File: src/rtl/l1v_hakem.sv
// Round-robin arbiter and access sequencer sharing the L1 data port between r0 and r1.
// Optional timeout: define L1V_HAKEM_ZAMAN_ASIMI_EN to abort stalled accesses after ZA_SINIR cycles.
module l1v_hakem #(
  parameter int unsigned ADR_BIT  = 32,
  parameter int unsigned VERI_BIT = 32,
  parameter int unsigned ZA_SINIR = 1023
) (
  input  logic                  clk_i,
  input  logic                  rst_i,
  input  logic                  r0_istek_i,
  input  logic [ADR_BIT-1:0]    r0_adr_i,
  input  logic [VERI_BIT-1:0]   r0_veri_i,
  input  logic [VERI_BIT/8-1:0] r0_maske_i,
  input  logic                  r0_yaz_i,
  output logic                  r0_kabul_o,
  output logic                  r0_bitti_o,
  output logic [VERI_BIT-1:0]   r0_veri_o,
  input  logic                  r1_istek_i,
  input  logic [ADR_BIT-1:0]    r1_adr_i,
  input  logic [VERI_BIT-1:0]   r1_veri_i,
  input  logic [VERI_BIT/8-1:0] r1_maske_i,
  input  logic                  r1_yaz_i,
  output logic                  r1_kabul_o,
  output logic                  r1_bitti_o,
  output logic [VERI_BIT-1:0]   r1_veri_o,
  output logic                  hata_o,
  input  logic [VERI_BIT-1:0]   l1v_veri_i,
  input  logic                  l1v_durdur_i,
  output logic [ADR_BIT-1:0]    l1v_adr_o,
  output logic [VERI_BIT-1:0]   l1v_veri_o,
  output logic [VERI_BIT/8-1:0] l1v_veri_maske_o,
  output logic                  l1v_yaz_gecerli_o,
  output logic                  l1v_sec_n_o
);

  localparam int unsigned MASKE_BIT = VERI_BIT / 8;

  if (ZA_SINIR < 1) begin : g_za_sinir_kontrol
    $error("l1v_hakem: ZA_SINIR must be at least 1");
  end

  typedef enum logic [1:0] {
    BOSTA  = 2'd0,
    MESGUL = 2'd1,
    TAMAM  = 2'd2
  } durum_e;

  durum_e                durum_q, durum_d;
  logic                  sahip_q, sahip_d;
  logic                  son_q, son_d;
  logic [ADR_BIT-1:0]    adr_q, adr_d;
  logic [VERI_BIT-1:0]   veri_q, veri_d;
  logic [MASKE_BIT-1:0]  maske_q, maske_d;
  logic                  yaz_q, yaz_d;
  logic [1:0]            kabul_q, kabul_d;
  logic [VERI_BIT-1:0]   oku0_q, oku0_d;
  logic [VERI_BIT-1:0]   oku1_q, oku1_d;
  logic                  secilen;
  logic [VERI_BIT-1:0]   oku;

`ifdef L1V_HAKEM_ZAMAN_ASIMI_EN
  localparam int unsigned ZA_W = $clog2(ZA_SINIR + 1);
  logic [ZA_W-1:0] sayac_q, sayac_d;
  logic            hata_q, hata_d;
`endif

  always_comb begin
    durum_d = durum_q;
    sahip_d = sahip_q;
    son_d   = son_q;
    adr_d   = adr_q;
    veri_d  = veri_q;
    maske_d = maske_q;
    yaz_d   = yaz_q;
    kabul_d = '0;
    oku0_d  = oku0_q;
    oku1_d  = oku1_q;
    secilen = 1'b0;
    oku     = '0;
`ifdef L1V_HAKEM_ZAMAN_ASIMI_EN
    sayac_d = sayac_q;
    hata_d  = 1'b0;
`endif
    unique case (durum_q)
      BOSTA: begin
        if (r0_istek_i || r1_istek_i) begin
          // With both pending the port that did not win last time goes first.
          secilen = (r0_istek_i && r1_istek_i) ? ~son_q : r1_istek_i;
          adr_d   = secilen ? r1_adr_i   : r0_adr_i;
          veri_d  = secilen ? r1_veri_i  : r0_veri_i;
          maske_d = secilen ? r1_maske_i : r0_maske_i;
          yaz_d   = secilen ? r1_yaz_i   : r0_yaz_i;
          sahip_d = secilen;
          son_d   = secilen;
          kabul_d = secilen ? 2'b10 : 2'b01;
          durum_d = MESGUL;
`ifdef L1V_HAKEM_ZAMAN_ASIMI_EN
          sayac_d = '0;
`endif
        end
      end
      MESGUL: begin
        if (!l1v_durdur_i) begin
          oku = yaz_q ? '0 : l1v_veri_i;
          if (sahip_q) oku1_d = oku;
          else         oku0_d = oku;
          durum_d = TAMAM;
        end
`ifdef L1V_HAKEM_ZAMAN_ASIMI_EN
        else if (sayac_q == ZA_W'(ZA_SINIR - 1)) begin
          if (sahip_q) oku1_d = '0;
          else         oku0_d = '0;
          hata_d  = 1'b1;
          durum_d = TAMAM;
        end else begin
          sayac_d = sayac_q + 1'b1;
        end
`endif
      end
      TAMAM:   durum_d = BOSTA;
      default: durum_d = BOSTA;
    endcase
  end

  always_ff @(posedge clk_i) begin
    if (!rst_i) begin
      durum_q <= BOSTA;
      sahip_q <= 1'b0;
      son_q   <= 1'b1;
      adr_q   <= '0;
      veri_q  <= '0;
      maske_q <= '0;
      yaz_q   <= 1'b0;
      kabul_q <= '0;
      oku0_q  <= '0;
      oku1_q  <= '0;
    end else begin
      durum_q <= durum_d;
      sahip_q <= sahip_d;
      son_q   <= son_d;
      adr_q   <= adr_d;
      veri_q  <= veri_d;
      maske_q <= maske_d;
      yaz_q   <= yaz_d;
      kabul_q <= kabul_d;
      oku0_q  <= oku0_d;
      oku1_q  <= oku1_d;
    end
  end

`ifdef L1V_HAKEM_ZAMAN_ASIMI_EN
  always_ff @(posedge clk_i) begin
    if (!rst_i) begin
      sayac_q <= '0;
      hata_q  <= 1'b0;
    end else begin
      sayac_q <= sayac_d;
      hata_q  <= hata_d;
    end
  end

  assign hata_o = hata_q;
`else
  assign hata_o = 1'b0;
`endif

  assign r0_kabul_o        = kabul_q[0];
  assign r1_kabul_o        = kabul_q[1];
  assign r0_bitti_o        = (durum_q == TAMAM) && !sahip_q;
  assign r1_bitti_o        = (durum_q == TAMAM) && sahip_q;
  assign r0_veri_o         = oku0_q;
  assign r1_veri_o         = oku1_q;
  assign l1v_adr_o         = adr_q;
  assign l1v_veri_o        = veri_q;
  assign l1v_veri_maske_o  = maske_q;
  assign l1v_yaz_gecerli_o = yaz_q && (durum_q == MESGUL);
  assign l1v_sec_n_o       = (durum_q != MESGUL);

endmodule

File: config.mk
export PLATFORM = sky130hd
export DESIGN_NAME = l1v_hakem
export DESIGN_NICKNAME = d
export VERILOG_FILES = /design/src/rtl/l1v_hakem.sv
export SDC_FILE = /design/constraint.sdc
export NUM_CORES = 1
export LEC_CHECK = 0
export CAP_MARGIN = 20
export CORE_AREA = 2 2 129 131
export DETAILED_ROUTE_END_ITERATION = 8
export DIE_AREA = 0 0 131 133
export HOLD_SLACK_MARGIN = 0.02
export PLACE_DENSITY_LB_ADDON = 0.3
export RECOVER_POWER = 100
export SLEW_MARGIN = 20
export SYNTH_ARGS = -nofsm -noshare
export SYNTH_HDL_FRONTEND = slang
export SYNTH_SLANG_ARGS = --single-unit
File: constraint.sdc
create_clock -name clk_i -period 1.7 [get_ports clk_i]
set_input_delay 0.255 -clock clk_i [delete_from_list [all_inputs] [get_ports clk_i]]
set_output_delay 0.255 -clock clk_i [all_outputs]
set_load 0.005 [all_outputs]
==> results of run 1 <==
==> path summary, 6_finish.rpt <==
check / start / end / slack [ns] / depth (start not counted)
worst max-delay path: durum_q[1] / l1v_adr_o[29] / 0.04 / 4
worst min-delay path: r0_istek_i / kabul_q[0] / 0.32 / 3
worst min register to register: r0_veri_o[16] / r0_veri_o[16] / 0.46 / 2
worst max register to register: durum_q[1] / l1v_adr_o[29] / 0.04 / 4
==> stage by stage <==
stage	util	setup slack, ns	area, sq um	TNS (ns)
final	0.578	0.0429	9350	0
after global routing	0.578	0.0126	9350	0
after CTS	0.580	0.0119	9380	0
after floorplan	-	0.0693	5350	0
after global placement	0.543	-0.154	8770	-10.09
after detailed placement	0.543	-0.170	8770	-11.84
==> cell usage after synthesis, types with 2 or more instances <==
master / number
dfxtp_1: 139
nand3_1: 96
nor3_1: 70
a221o_1: 69
nand2_1: 69
o21ai_1: 64
clkbuf_1: 53
buf_6: 7
buf_1: 4
nor3b_1: 3
buf_2: 2
buf_4: 2
inv_1: 2
nor2_1: 2
nor2b_1: 2
==> per-layer routing <==
layer	wire, um	GRT usage
met1	7360	0.230
met3	1960	0.101
met5	23	0
met2	9330	0.345
met4	394	0.0686
==> state kept, by name (all words and copies together), names as in the netlist <==
register,flops
l1v_adr_o,32
l1v_veri_o,32
r0_veri_o,32
r1_veri_o,32
l1v_veri_maske_o,4
durum_q,2
kabul_q,2
sahip_q,1
son_q,1
yaz_q,1
==> final cells by class <==
class                           count  area (sq um)  share of cell area
Tap cell                          220           275              0.0295
Clock inverter                     15           179              0.0191
Antenna cell                        1          2.50            0.000268
Inverter                            3          11.3             0.00120
Clock buffer                       17           425              0.0455
Timing Repair Buffer              342          3400               0.364
Sequential cell                   139          2780               0.298
Multi-Input combinational cell    386          2270               0.243
==> power breakdown <==
group          total, W  leakage [nW]  switching (W)  internal, W
Clock           0.00382         0.292        0.00159      0.00223
Combinational   0.00149          2.45       0.000602     0.000885
Sequential      0.00359          1.14       0.000116      0.00348
Total           0.00890          3.88        0.00231      0.00659
==> what timing repair did <==
action                                  4_1_cts  5_1_grt
hold buffers                                  0        0
endpoints found under the setup margin        4       25
gates resized for setup                       7        2
cloned                                        0        1
setup buffers                                 0        1
pin swaps                                     0        0
==> cells by family (layout without fill, tap and decap cells) <==
kind of cell,after synthesis,count (layout),share of synthesized area
buffers and inverters,71,377,0.0615
AOI/OAI and AO/OA,137,137,0.197
and+or+nand+nor,248,248,0.222
other,1,2,0.000700
DFF,139,139,0.520
==> placed cells by master (no fill, tap or decap), types with 7 or more instances in the layout <==
cell,instances
clkdlybuf4s50_1,178
dfxtp_1,138
dlygate4sd3_1,128
nand3_1,96
nor3_1,70
nand2_1,69
a221o_1,69
o21ai_0,53
clkbuf_16,18
buf_4,16
o21ai_1,11
inv_6,7
==> tightest hold or removal path, delay by kind of cell <==
family / cells / cell delay [ns]
and+or+nand+nor: 1 / 0.14
buffers and inverters: 2 / 0.28
==> flow_summary_export.csv, run 1 <==
group,metric,value,unit
placed_design,post-dp-hpwl,13100,um
sta,whs,0.323,ns
sta,fin_crit_sh,0.975,
sta,fmax,603,MHz
cts,cts.clk_slew.worst_paths,0.07,ns
power,ir_drop,0.000633,V
cts,cts_sinks,139,
floorplanning,die-area,17400,sq um
drt,num_vias,5640,
power,power_density,952,nW/um^2
logic_synthesis,ys_top_cells_by_area,"dfxtp_1, a221o_1, nand3_1",
drt,routed_wl,19100,um
critical_path,critPathKind,"reg2reg",
drt,wl_per_cell,17.0,um
critical_path,cp_num_buf_inv,1,
drt,drt_iter0_drc,263,
cts,cts_buffers,17,
placed_design,globalplace.congestion,0.774,
logic_synthesis,netlist_instances,596,
sta,tightest_slew,0.615,ns
grt,grt_overflow,0,
cts,htreeDepth,4,
sta,slew_violations,0,
sta,final-setup-viol-count,0,
final_layout,area_growth_syn_to_layout,74.6,%
grt,grt_start_max_net_pins,70,
sta,fin_crit,1.66,ns
floorplanning,core,16200,sq um
sta,rsz0062_at_grt,"false",
placed_design,place_inst,1088,
critical_path,crit_path_max_fanout,58,
drt,viasPerCell,5.02,
logic_synthesis,synth_top_area_share,0.520,
critical_path,cp_slowest_cell,"or3b_1",
outcome,status,"completed",
worst_hold_path,min_path_type,"in2reg",
sta,finalClockSkew,0.00780,ns
grt,track_usage,0.207,
floorplanning,die_h,133,um
logic_synthesis,synth_area_leader_cell,"dfxtp_1",
final_layout,fin_nets,1064,
cts,tritoncts,"built",
power,fin_total_pwr,0.00890,W
power,p_leak,3.88,nW
floorplanning,rows,47,
critical_path,path_cells,"or3b_1, buf_6, nor3_1, a221o_1",
grt,grt_pass1_vias,5324,
logic_synthesis,synth_warnings,0,
grt,antenna_found_initial,3,
cts,cts-root-buf,"clkbuf_16",
critical_path,crit_arrival,2.02,ns
logic_synthesis,synthArstFlopShare,0,
logic_synthesis,syn-num-nets,771,
critical_path,cp_top_family,"simple AND/OR/NAND/NOR gates",
logic_synthesis,synth-edff-count,0,
final_layout,num-fill-cells,1471,
placed_design,port_buffers,312,
final_layout,stdcell_count,1123,
logic_synthesis,synth_area,5350,sq um
floorplanning,start_util,0.331,
logic_synthesis,yosysSeqAreaShare,0.520,
job,maxCapViolCount,0,
floorplanning,ios,314,
final_layout,drive_above_1_share,0.0798,
logic_synthesis,synth-seq-cells,139,
critical_path,worstSetupEndpointType,"flip-flop",
floorplanning,chipWidth,131,um
logic_synthesis,synth.avg_cell_area,8.98,sq um
cts,insertion_delay,0.42,ns
critical_path,worstPathRequired,2.06,ns
critical_path,slowest_delay,0.46,ns
cts,ctsLongestPathBuffers,2,
drt,drc,0,
grt,grt_pass1_wl,28000,um
logic_synthesis,synthFlopType,"dfxtp_1",
drt,final_antenna_net_count,0,
drt,drt-pass1-iter-count,5,
sta,max-slew-margin-rel,0.590,
critical_path,cp-start-kind,"flip-flop",
sta,final_hold_viol_count,0,
logic_synthesis,synth_cell_types,27,
Power figures use the tool's default switching activity.
==> inputs of run 2 (changes only) <==
CORE_AREA = 2 2 92 183   (was 2 2 129 131)
DIE_AREA = 0 0 94 185   (was 0 0 131 133)
==> flow_summary_export.csv, run 2 (same netlist as run 1, synthesis figures left out) <==
group,metric,value,unit
outcome,status,"completed",
critical_path,endpoint,"r1_bitti_o",
drt,final_antenna_net_count,0,
worst_hold_path,min_path_type,"in2reg",
critical_path,r2r_cells,4,
drt,routed_wl,19000,um
floorplanning,ios,314,
grt,grt_overflow,0,
sta,tightest_slew,0.694,ns
critical_path,crit_path_max_fanout,7,
sta,max-slew-margin-rel,0.537,
floorplanning,die-area,17400,sq um
drt,num_vias,5744,
cts,ctsLongestPathBuffers,2,
cts,cts_buffers,17,
floorplanning,chipWidth,94,um
final_layout,drive_above_1_share,0.0790,
critical_path,rr_endpoint,"r0_veri_o[5]",
cts,cts_sinks,139,
floorplanning,rows,66,
grt,track_usage,0.216,
cts,cts_hold_buf,0,
drt,drt_iter0_drc,192,
critical_path,cp-startpoint,"durum_q[0]",
drt,viasPerCell,5.21,
drt,drt-pass1-iter-count,4,
critical_path,critPathKind,"reg2out",
drt,wl_per_cell,17.3,um
cts,cts-root-buf,"clkbuf_16",
critical_path,r2r-start,"sahip_q",
final_layout,area_growth_syn_to_layout,75.1,%
placed_design,globalplace.congestion,0.841,
cts,htreeDepth,4,
cts,insertion_delay,0.41,ns
grt,grt_pass1_vias,5807,
sta,slew_violations,0,
final_layout,num-fill-cells,1470,
sta,whs,0.276,ns
final_layout,diodes,0,
sta,fin_crit_sh,0.961,
final_layout,fin_nets,1061,
sta,fmax,612,MHz
cts,tritoncts,"built",
sta,finalClockSkew,0.00826,ns
power,ir_drop,0.000711,V
placed_design,post-dp-hpwl,13800,um
sta,rsz0062_at_grt,"false",
critical_path,worstSetupEndpointType,"output pin",
sta,fin_crit,1.63,ns
floorplanning,core,16100,sq um
final_layout,final_cell_mix,"clkdlybuf4s50_1, dfxtp_1, dlygate4sd3_1",
final_layout,multi_input_area,2270,sq um
drt,drc,0,
job,maxCapViolCount,0,
sta,final-setup-viol-count,0,
power,p_leak,3.88,nW
critical_path,cp-start-kind,"flip-flop",
grt,antenna_found_initial,0,
power,power_density,987,nW/um^2
grt,grt_start_max_net_pins,69,
critical_path,worstPathRequired,1.44,ns
grt,grt_pass1_wl,29400,um
placed_design,port_buffers,312,
final_layout,final_common_cell,"clkdlybuf4s50_1",
critical_path,crit_arrival,1.38,ns
final_layout,stdcell_count,1103,
floorplanning,start_util,0.332,
final_layout,final-seq-area,2780,sq um
cts,cts.clk_slew.worst_paths,0.06,ns
placed_design,place_inst,1069,
critical_path,r2r_slack,0.08,ns
sta,final_hold_viol_count,0,
floorplanning,die_h,185,um
-- run 2: routing by layer --
metal	up-vias	global-route usage	wire (um)	part of all wire
li1	2786	-	-	-
met1	2652	0.239	7340	0.39
met2	276	0.371	9290	0.49
met3	30	0.0728	1820	0.096
met4	0	0.0933	584	0.031
met5	-	0	0	0
-- run 2: worst min path at each step --
stage	slack [ns]	cells after the start	from	to
2_1_floorplan	0.33	1	l1v_durdur_i	durum_q[1]
3_3_place_gp	0.44	2	r0_veri_o[11]	r0_veri_o[11]
3_5_place_dp	0.45	2	r0_veri_o[2]	r0_veri_o[2]
4_1_cts	0.27	3	r0_istek_i	durum_q[0]
5_1_grt	0.33	3	r0_istek_i	durum_q[0]
6_report	0.28	3	r0_istek_i	durum_q[0]
-- run 2: critical path, stage by stage, from the launching register on --
cell and delay, ns:
dfxtp_1 0.35, buf_4 0.17, and3b_1 0.17, dlygate4sd2_1 0.28
-- run 2: through the flow --
step	instance area, sq um	worst slack [ns]	utilization	TNS [ns]	power [W]
finish	9380	0.0669	0.582	0	0.00926
global route	9380	0.00893	0.582	0	0.00961
detailed placement	8690	-0.218	0.540	-17.73	0.00525
CTS	9410	0.0279	0.584	0	0.00945
floorplan	5350	0.0693	-	0	0.00422
global placement	8690	-0.182	0.540	-15.65	0.00524
-- run 2: cell type report --
type | instances | share of cell area
tap | 204 | 0.0272
clock inverter | 15 | 0.0251
clock buffer | 17 | 0.0454
timing repair buffer | 339 | 0.362
sequential | 139 | 0.297
inverter | 3 | 0.00120
multi-input combinational | 386 | 0.242
-- run 2: what timing repair did --
action	CTS	global route
buffers inserted	1	0
gates resized for setup	10	2
gates cloned	1	0
setup endpoints to repair	60	1
-- run 2: report_power, final --
part           total, W  internal (W)  switching (W)  leakage, nW
logic           0.00150      0.000894       0.000605         2.43
clock network   0.00416       0.00264        0.00152        0.316
registers       0.00360       0.00348       0.000122         1.14
total           0.00926       0.00701        0.00225         3.88
